## config.mk

```make
export PLATFORM = sky130hd
export DESIGN_NAME = svga_sync
export DESIGN_NICKNAME = d
export VERILOG_FILES = /design/src/rtl/svga_timing_pkg.sv /design/src/rtl/svga_axis_counter.sv /design/src/rtl/svga_sync.sv
export SDC_FILE = /design/constraint.sdc
export NUM_CORES = 1
export LEC_CHECK = 0
export BUFFER_PORTS_ARGS = -buffer_cell sky130_fd_sc_hd__buf_2
export CAP_MARGIN = 20
export CORE_MARGIN = 8
export CORE_UTILIZATION = 26
export CTS_CLUSTER_DIAMETER = 150
export DETAILED_ROUTE_END_ITERATION = 16
export SLEW_MARGIN = 30
export SYNTH_ARGS = -nofsm -noshare
export SYNTH_HDL_FRONTEND = slang
export SYNTH_SLANG_ARGS = --single-unit
export TNS_END_PERCENT = 1
```

## constraint.sdc

```tcl
create_clock -name clock -period 3 [get_ports clock]
set_clock_uncertainty 0.1 [all_clocks]
set_input_delay 0.15 -clock clock [delete_from_list [all_inputs] [get_ports clock]]
set_output_delay 0.15 -clock clock [all_outputs]
set_load 0.01 [all_outputs]
```

## src/rtl/svga_timing_pkg.sv

```systemverilog
// Default SVGA 800x600@72Hz timing constants and counter widths shared by the
// sync generator and its per-axis counters.
package svga_timing_pkg;
   localparam int DEF_H_VISIBLE = 800;
   localparam int DEF_H_FRONT   = 56;
   localparam int DEF_H_SYNC    = 120;
   localparam int DEF_H_BACK    = 64;
   localparam int DEF_V_VISIBLE = 600;
   localparam int DEF_V_FRONT   = 37;
   localparam int DEF_V_SYNC    = 6;
   localparam int DEF_V_BACK    = 23;

   localparam int DEF_H_TOTAL = DEF_H_VISIBLE + DEF_H_FRONT + DEF_H_SYNC + DEF_H_BACK;
   localparam int DEF_V_TOTAL = DEF_V_VISIBLE + DEF_V_FRONT + DEF_V_SYNC + DEF_V_BACK;

   localparam int H_W = 11;
   localparam int V_W = 10;
endpackage

```

## src/rtl/svga_axis_counter.sv

```systemverilog
// Wrapping position counter for one video axis, with sync and visible decode
// taken from the next count so the decode lines up with the registered count.
module svga_axis_counter #(
   parameter int             W          = 11,
   parameter logic [W-1:0]   TOTAL      = '1,
   parameter logic [W-1:0]   VISIBLE    = '0,
   parameter logic [W-1:0]   SYNC_START = '0,
   parameter logic [W-1:0]   SYNC_END   = '0,
   parameter bit             SYNC_POL   = 1'b1
) (
   input  logic         clock,
   input  logic         reset,
   input  logic         en,
   output logic [W-1:0] count,
   output logic         wrap,
   output logic         visible_next,
   output logic         sync
);

   logic [W-1:0] count_q = '0;
   logic [W-1:0] count_d;
   logic         sync_q  = ~SYNC_POL;
   logic         sync_d;
   logic         at_last;

   always_comb begin
      at_last = (count_q == TOTAL - 1'b1);
      wrap    = en && at_last;
      count_d = count_q;
      if (en) begin
         count_d = at_last ? '0 : count_q + 1'b1;
      end
      visible_next = (count_d < VISIBLE);
      sync_d       = ((count_d >= SYNC_START) && (count_d < SYNC_END)) ? SYNC_POL : ~SYNC_POL;
   end

   // Reset lands on position 0, which is never inside the sync window.
   always_ff @(posedge clock) begin
      if (reset) begin
         count_q <= '0;
         sync_q  <= ~SYNC_POL;
      end else begin
         count_q <= count_d;
         sync_q  <= sync_d;
      end
   end

   assign count = count_q;
   assign sync  = sync_q;

endmodule

```

## src/rtl/svga_sync.sv

```systemverilog
// SVGA raster timing generator: horizontal and vertical position counters with
// registered hsync, vsync and video_enable that all describe the same pixel.
module svga_sync
   import svga_timing_pkg::*;
#(
   parameter int H_VISIBLE = DEF_H_VISIBLE,
   parameter int H_FRONT   = DEF_H_FRONT,
   parameter int H_SYNC    = DEF_H_SYNC,
   parameter int H_BACK    = DEF_H_BACK,
   parameter int V_VISIBLE = DEF_V_VISIBLE,
   parameter int V_FRONT   = DEF_V_FRONT,
   parameter int V_SYNC    = DEF_V_SYNC,
   parameter int V_BACK    = DEF_V_BACK,
   parameter bit HSYNC_POL = 1'b1,
   parameter bit VSYNC_POL = 1'b1
) (
   input  logic           clock,
   input  logic           reset,
   output logic           hsync,
   output logic           vsync,
   output logic           video_enable,
   output logic [H_W-1:0] pixel_x,
   output logic [V_W-1:0] pixel_y
);

   localparam int H_TOTAL = H_VISIBLE + H_FRONT + H_SYNC + H_BACK;
   localparam int V_TOTAL = V_VISIBLE + V_FRONT + V_SYNC + V_BACK;

   logic h_wrap;
   logic v_wrap_unused;
   logic h_visible_next;
   logic v_visible_next;
   logic video_enable_q = 1'b1;
   logic video_enable_d;

   svga_axis_counter #(
      .W          (H_W),
      .TOTAL      (H_W'(H_TOTAL)),
      .VISIBLE    (H_W'(H_VISIBLE)),
      .SYNC_START (H_W'(H_VISIBLE + H_FRONT)),
      .SYNC_END   (H_W'(H_VISIBLE + H_FRONT + H_SYNC)),
      .SYNC_POL   (HSYNC_POL)
   ) u_h_axis (
      .clock        (clock),
      .reset        (reset),
      .en           (1'b1),
      .count        (pixel_x),
      .wrap         (h_wrap),
      .visible_next (h_visible_next),
      .sync         (hsync)
   );

   // The vertical axis advances only on the clock where the line wraps.
   svga_axis_counter #(
      .W          (V_W),
      .TOTAL      (V_W'(V_TOTAL)),
      .VISIBLE    (V_W'(V_VISIBLE)),
      .SYNC_START (V_W'(V_VISIBLE + V_FRONT)),
      .SYNC_END   (V_W'(V_VISIBLE + V_FRONT + V_SYNC)),
      .SYNC_POL   (VSYNC_POL)
   ) u_v_axis (
      .clock        (clock),
      .reset        (reset),
      .en           (h_wrap),
      .count        (pixel_y),
      .wrap         (v_wrap_unused),
      .visible_next (v_visible_next),
      .sync         (vsync)
   );

   always_comb begin
      video_enable_d = h_visible_next & v_visible_next;
   end

   // Registered here rather than ANDing two registered flags, which could glitch.
   always_ff @(posedge clock) begin
      if (reset) begin
         video_enable_q <= 1'b1;
      end else begin
         video_enable_q <= video_enable_d;
      end
   end

   assign video_enable = video_enable_q;

endmodule

```

# After elaboration in Yosys (flattened, before gate mapping)

Cells that the tools add are included.

Latch bits: 0
Register bits after elaboration: 24
RAM bits: 0
Output and inout bits: 24
Bits of input ports: 2
Memories kept: 0
Bits in read-only memories: 0

Multipliers: 0
Bitwise gates (word level): 1
Multiplexer cells: 5
$lt $le $gt $ge: 6
Reduce and logical (&&, ||, !) cells: 2
Shifts and indexed selects: 0
Div/mod/pow operators: 0
Equality and inequality tests: 2
$add $sub $neg: 2

Operator list:

| operator                                                            | number |
|---|---|
| < comparator 11 x 10 -> 1 bit, second input constant                | 2 |
| < comparator 10 bit, second input constant                          | 2 |
| two-way mux 10 bit                                                  | 2 |
| adder 11 x 1 -> 11 bit, second input constant                       | 1 |
| equality test 11 bit, second input constant                         | 1 |
| greater-or-equal comparator 11 x 10 -> 1 bit, second input constant | 1 |
| two-way mux 11 bit                                                  | 1 |
| adder 10 x 1 -> 10 bit, second input constant                       | 1 |
| equality test 10 bit, second input constant                         | 1 |
| greater-or-equal comparator 10 bit, second input constant           | 1 |
| logical AND 1 bit                                                   | 2 |
| two-way mux 1 bit                                                   | 2 |
| AND 1 bit                                                           | 1 |

# Depth between registers and ports, before layout

Depth in word-level cells: 6
Gate-level depth with buffers: 8

# Cells and area by module

From an unflattened synthesis, not the netlist that was laid out.

Cells, all modules: 210
Area total of the unflattened synthesis: 1755.4 sq um

By module, submodules not included:

| module                        | area an instance (sq um) | times used | seq. area each (sq um) | cells each |
|---|---|---|---|---|
| svga_axis_counter at u_h_axis | 919.6                    | 1          | 240.2                  | 104 |
| svga_axis_counter at u_v_axis | 804.5                    | 1          | 220.2                  | 103 |
| svga_sync                     | 31.3                     | 1          | 20.0                   | 3 |

# Least setup slack after synthesis

No wires, ideal clock.

Path type: reg-to-reg
Start point: register u_h_axis.count_q[0] (netlist: u_h_axis.count[0])
End point: register video_enable_q (netlist: video_enable)
Buffers on the path: 1
Stages on the path, launching flop included: 9
Required time: 2778 ps
Slack: 574 ps
Arrival time: 2204 ps
Library setup time: 122 ps
Cells stage by stage: dfxtp_1 ha_1 and3_1 clkbuf_1 nand3_1 nor4_4 xor2_1 a41oi_1 a311o_1

Longest elaborated chain between the ends: 4
Elaborated cells between the ends (all ways): 7

RTL lines:

| element                                                              | line                                             | source |
|---|---|---|
| start, declared                                                      | svga_axis_counter.sv:20                          | `logic [W-1:0] count_q = '0;` |
| start signal, assigned                                               | svga_axis_counter.sv:43                          | `count_q <= count_d;` |
| adder 11 x 1 -> 11 bit or equality test 11 bit (tied branches)       | svga_axis_counter.sv:31, svga_axis_counter.sv:27 |  |
| two-way mux 11 bit or two-way mux 10 bit (tied branches)             | svga_axis_counter.sv:31, svga_axis_counter.sv:30 |  |
| < comparator 11 x 10 -> 1 bit or < comparator 10 bit (tied branches) | svga_axis_counter.sv:33                          | `visible_next = (count_d < VISIBLE);` |
| AND 1 bit (*)                                                        | svga_sync.sv:72                                  | `video_enable_d = h_visible_next & v_visible_next;` |
| end signal, assigned                                                 | svga_sync.sv:80                                  | `video_enable_q <= video_enable_d;` |
| end, declared                                                        | svga_sync.sv:33                                  | `logic video_enable_q = 1'b1;` |

Mark *: on every way between the ends. The rest lies on a longest branch, timed or not.
A chain may end at the register's enable or synchronous reset.

# Final worst setup path

Same ends and word-level chain as after synthesis.

==> qor.yml <==
pwr:
  switching_share: 0.226
  cellPowerDensity_mw_per_mm2: 325
  pwr-share-clk: 0.404
  p_switching_w: 0.000130
  p_seq_frac: 0.567
  combPwrFrac: 0.029
  p_leak_nw: 0.647
  power.total_w: 0.000576
  max-vdd-ir-drop_v: 0.000123
  intPower_w: 0.000446
synth:
  ys_ff_latch: 24
  avgSynthCellArea_sq_um: 8.14
  netlist-cell-type-count: 55
  syn_area_sq_mm: 0.00155
  ys.flop_type: "dfxtp_1"
  synth_edf_count: 0
  yosys_warnings: 0
  synthArstFlopShare: 0
  synth_cells: 190
  yosysSeqAreaShare: 0.311
  syn_nets: 195
setup_path:
  critPathCaptureType: "flip-flop"
  cp_top_family: "simple AND/OR/NAND/NOR gates"
  crit_fanout: 6
  cp_data_required_time_ns: 3.07
  path_cells: "ha_1, and3_1, nand3_1, nor4_4, xor2_1, a41oi_1, a311o_1"
  path_class: "reg2reg"
  cp.arrival_ns: 2.66
  cp_slowest_cell: "dfxtp_1"
  cp.buffers_inverters: 0
  max_stage_delay_ns: 0.40
  critPathLaunchType: "flip-flop"
timing:
  max_freq_mhz: 386
  worst_slack_ns: 0.411
  post-route-min-period_ns: 2.59
  tightestPinTransition_ns: 0.468
  maxSlewViolCount: 0
  setup-violations-final: 0
  maxSlewHeadroom: 0.688
  min_period_over_period: 0.863
  setup-tns-final_ns: 0
  hold_viol_final: 0
  hold_ws_ns: 0.193
  rsz0062_at_grt: "no"
global_routing:
  grt_max_degree: 25
  grt_first_pass_wirelength_microns: 6980
  grtUsageTotal: 0.100
  grt-ovfl-total: 0
  grt_pass1_vias: 1379
  antenna_found_initial: 0
drt:
  vias: 1506
  avgViaCountPerCell: 5.32
  drc_errors: 0
  ant_nets: 0
  dr.pass1.iters: 4
  totalWireLength_microns: 4200
  first_iter_violations: 55
  wl_per_cell_microns: 14.8
cells_and_area:
  drive_gt1_frac: 0.188
  nFillCells: 628
  layout.nets: 214
  multiInputGateArea_sq_um: 981
  ff_latch_area_sq_um: 480
  n_antenna_cell: 0
  area_growth_pct: 14.6
clock_tree:
  clk_latency_ns: 0.28
  ctsHoldBuffers: 0
  cts_buffers: 3
  clkTransAtPathRegs_ns: 0.09
  cts_max_level: 1
  post-cts-setup-buffers: 0
  cts_tree: "done"
  cts-root-buf: "clkbuf_8"
  ctsResizeCount: 0
  cts_sinks: 24
  clockBufferDepth: 2
place:
  port_buffers: 25
  dp.final_hpwl_microns: 3190
  globalplace.congestion: 0.852
  pre_cts_slack_ns: 0.418
status:
  status: "complete, no violations"
die:
  rows: 28
  dieArea_sq_mm: 0.00867
  initial_core_util: 0.264
  ios: 26
  core-area_sq_mm: 0.00585
  die_w_microns: 93.1
  fp.dieH_microns: 93.1
job:
  timing.max_cap.violations: 0
min_path:
  hp-class: "in2reg"
## cells in the mapped netlist, types with 4 or more instances
master	number	area share
dfxtp_1	24	0.31
nor2_1	22	0.053
nand3_1	11	0.036
clkbuf_1	9	0.022
nand4_1	9	0.036
xnor2_1	9	0.051
a21oi_1	8	0.026
nand2_1	8	0.019
nor3_1	8	0.026
inv_1	6	0.015
o21ai_0	6	0.019
and4_1	5	0.028
and3_1	4	0.016
or3_1	4	0.016
## registers in the layout (all words and copies together), names as in the netlist
register        cells
u_h_axis.count     11
u_h_axis.sync       1
u_v_axis.count     10
u_v_axis.sync       1
video_enable        1
## kinds of logic after synthesis
kind of cell               after synthesis  synth area share
buffers and inverters                   19            0.0550
DFF                                     24             0.311
AOI/OAI and AO/OA                       40             0.184
xor gates and xnor gates                12            0.0680
muxes                                    2            0.0138
adders and majority gates                3            0.0243
and+or+nand+nor                         90             0.344
## worst register-to-register path: cells and delay by family (launching register included)
family	cells	cell delay, ns
xor+xnor	1	0.22
simple gates	3	0.99
compound gates	2	0.49
flops	1	0.40
fa+ha+maj	1	0.29
## cell usage in the layout (no fill, tap or decap), drive strengths merged, types with 4 or more instances in the layout
| cell type | count |
|---|---|
| dfxtp | 24 |
| clkbuf | 4 |
| nand4 | 9 |
| and3 | 4 |
| nand2 | 8 |
| and4 | 5 |
| nand3 | 11 |
| or3 | 5 |
| nor3 | 9 |
| nor2 | 22 |
| a21oi | 8 |
| o21ai | 6 |
| buf | 27 |
| inv | 6 |
| xnor2 | 9 |
| nor4 | 4 |
## path summary, 6_finish.rpt
path	from	to	slack, ns	cells past startpoint
setup / recovery	u_h_axis.count[0]	video_enable	0.41	7
hold / removal	reset	u_v_axis.count[3]	0.19	2
setup reg to reg	u_h_axis.count[0]	video_enable	0.41	7
hold reg to reg	u_h_axis.count[0]	u_h_axis.count[0]	0.41	1
## power by group through the flow
stage,Clock (W),Combinational [W],Sequential [W]
floorplan,0,0.0000106,0.000334
global placement,0,0.0000171,0.000334
detailed placement,0,0.0000176,0.000334
CTS,0.000242,0.0000176,0.000326
global route,0.000253,0.0000192,0.000327
finish,0.000233,0.0000169,0.000326
## per-stage QoR
step	instances	util	area, sq um
after floorplan	190	-	1550
after global placement	279	0.294	1720
after detailed placement	279	0.294	1720
after CTS	283	0.303	1770
after global routing	283	0.303	1770
final	283	0.303	1770
## per-layer routing
metal / wire [microns] / GRT usage / up-vias
li1: - / - / 752
met1: 1800 / 0.117 / 708
met2: 2070 / 0.168 / 39
met3: 267 / 0.0313 / 7
met4: 63 / 0.0389 / 0
met5: 0 / 0 / -
## cell type report
cell class,count,area share
inverter,6,0.0127
clock buffer,4,0.0311
tap,75,0.0529
timing repair buffer,27,0.0790
multi-input combinational,147,0.553
sequential,24,0.271
No activity file was read; power rests on OpenSTA's default activity.
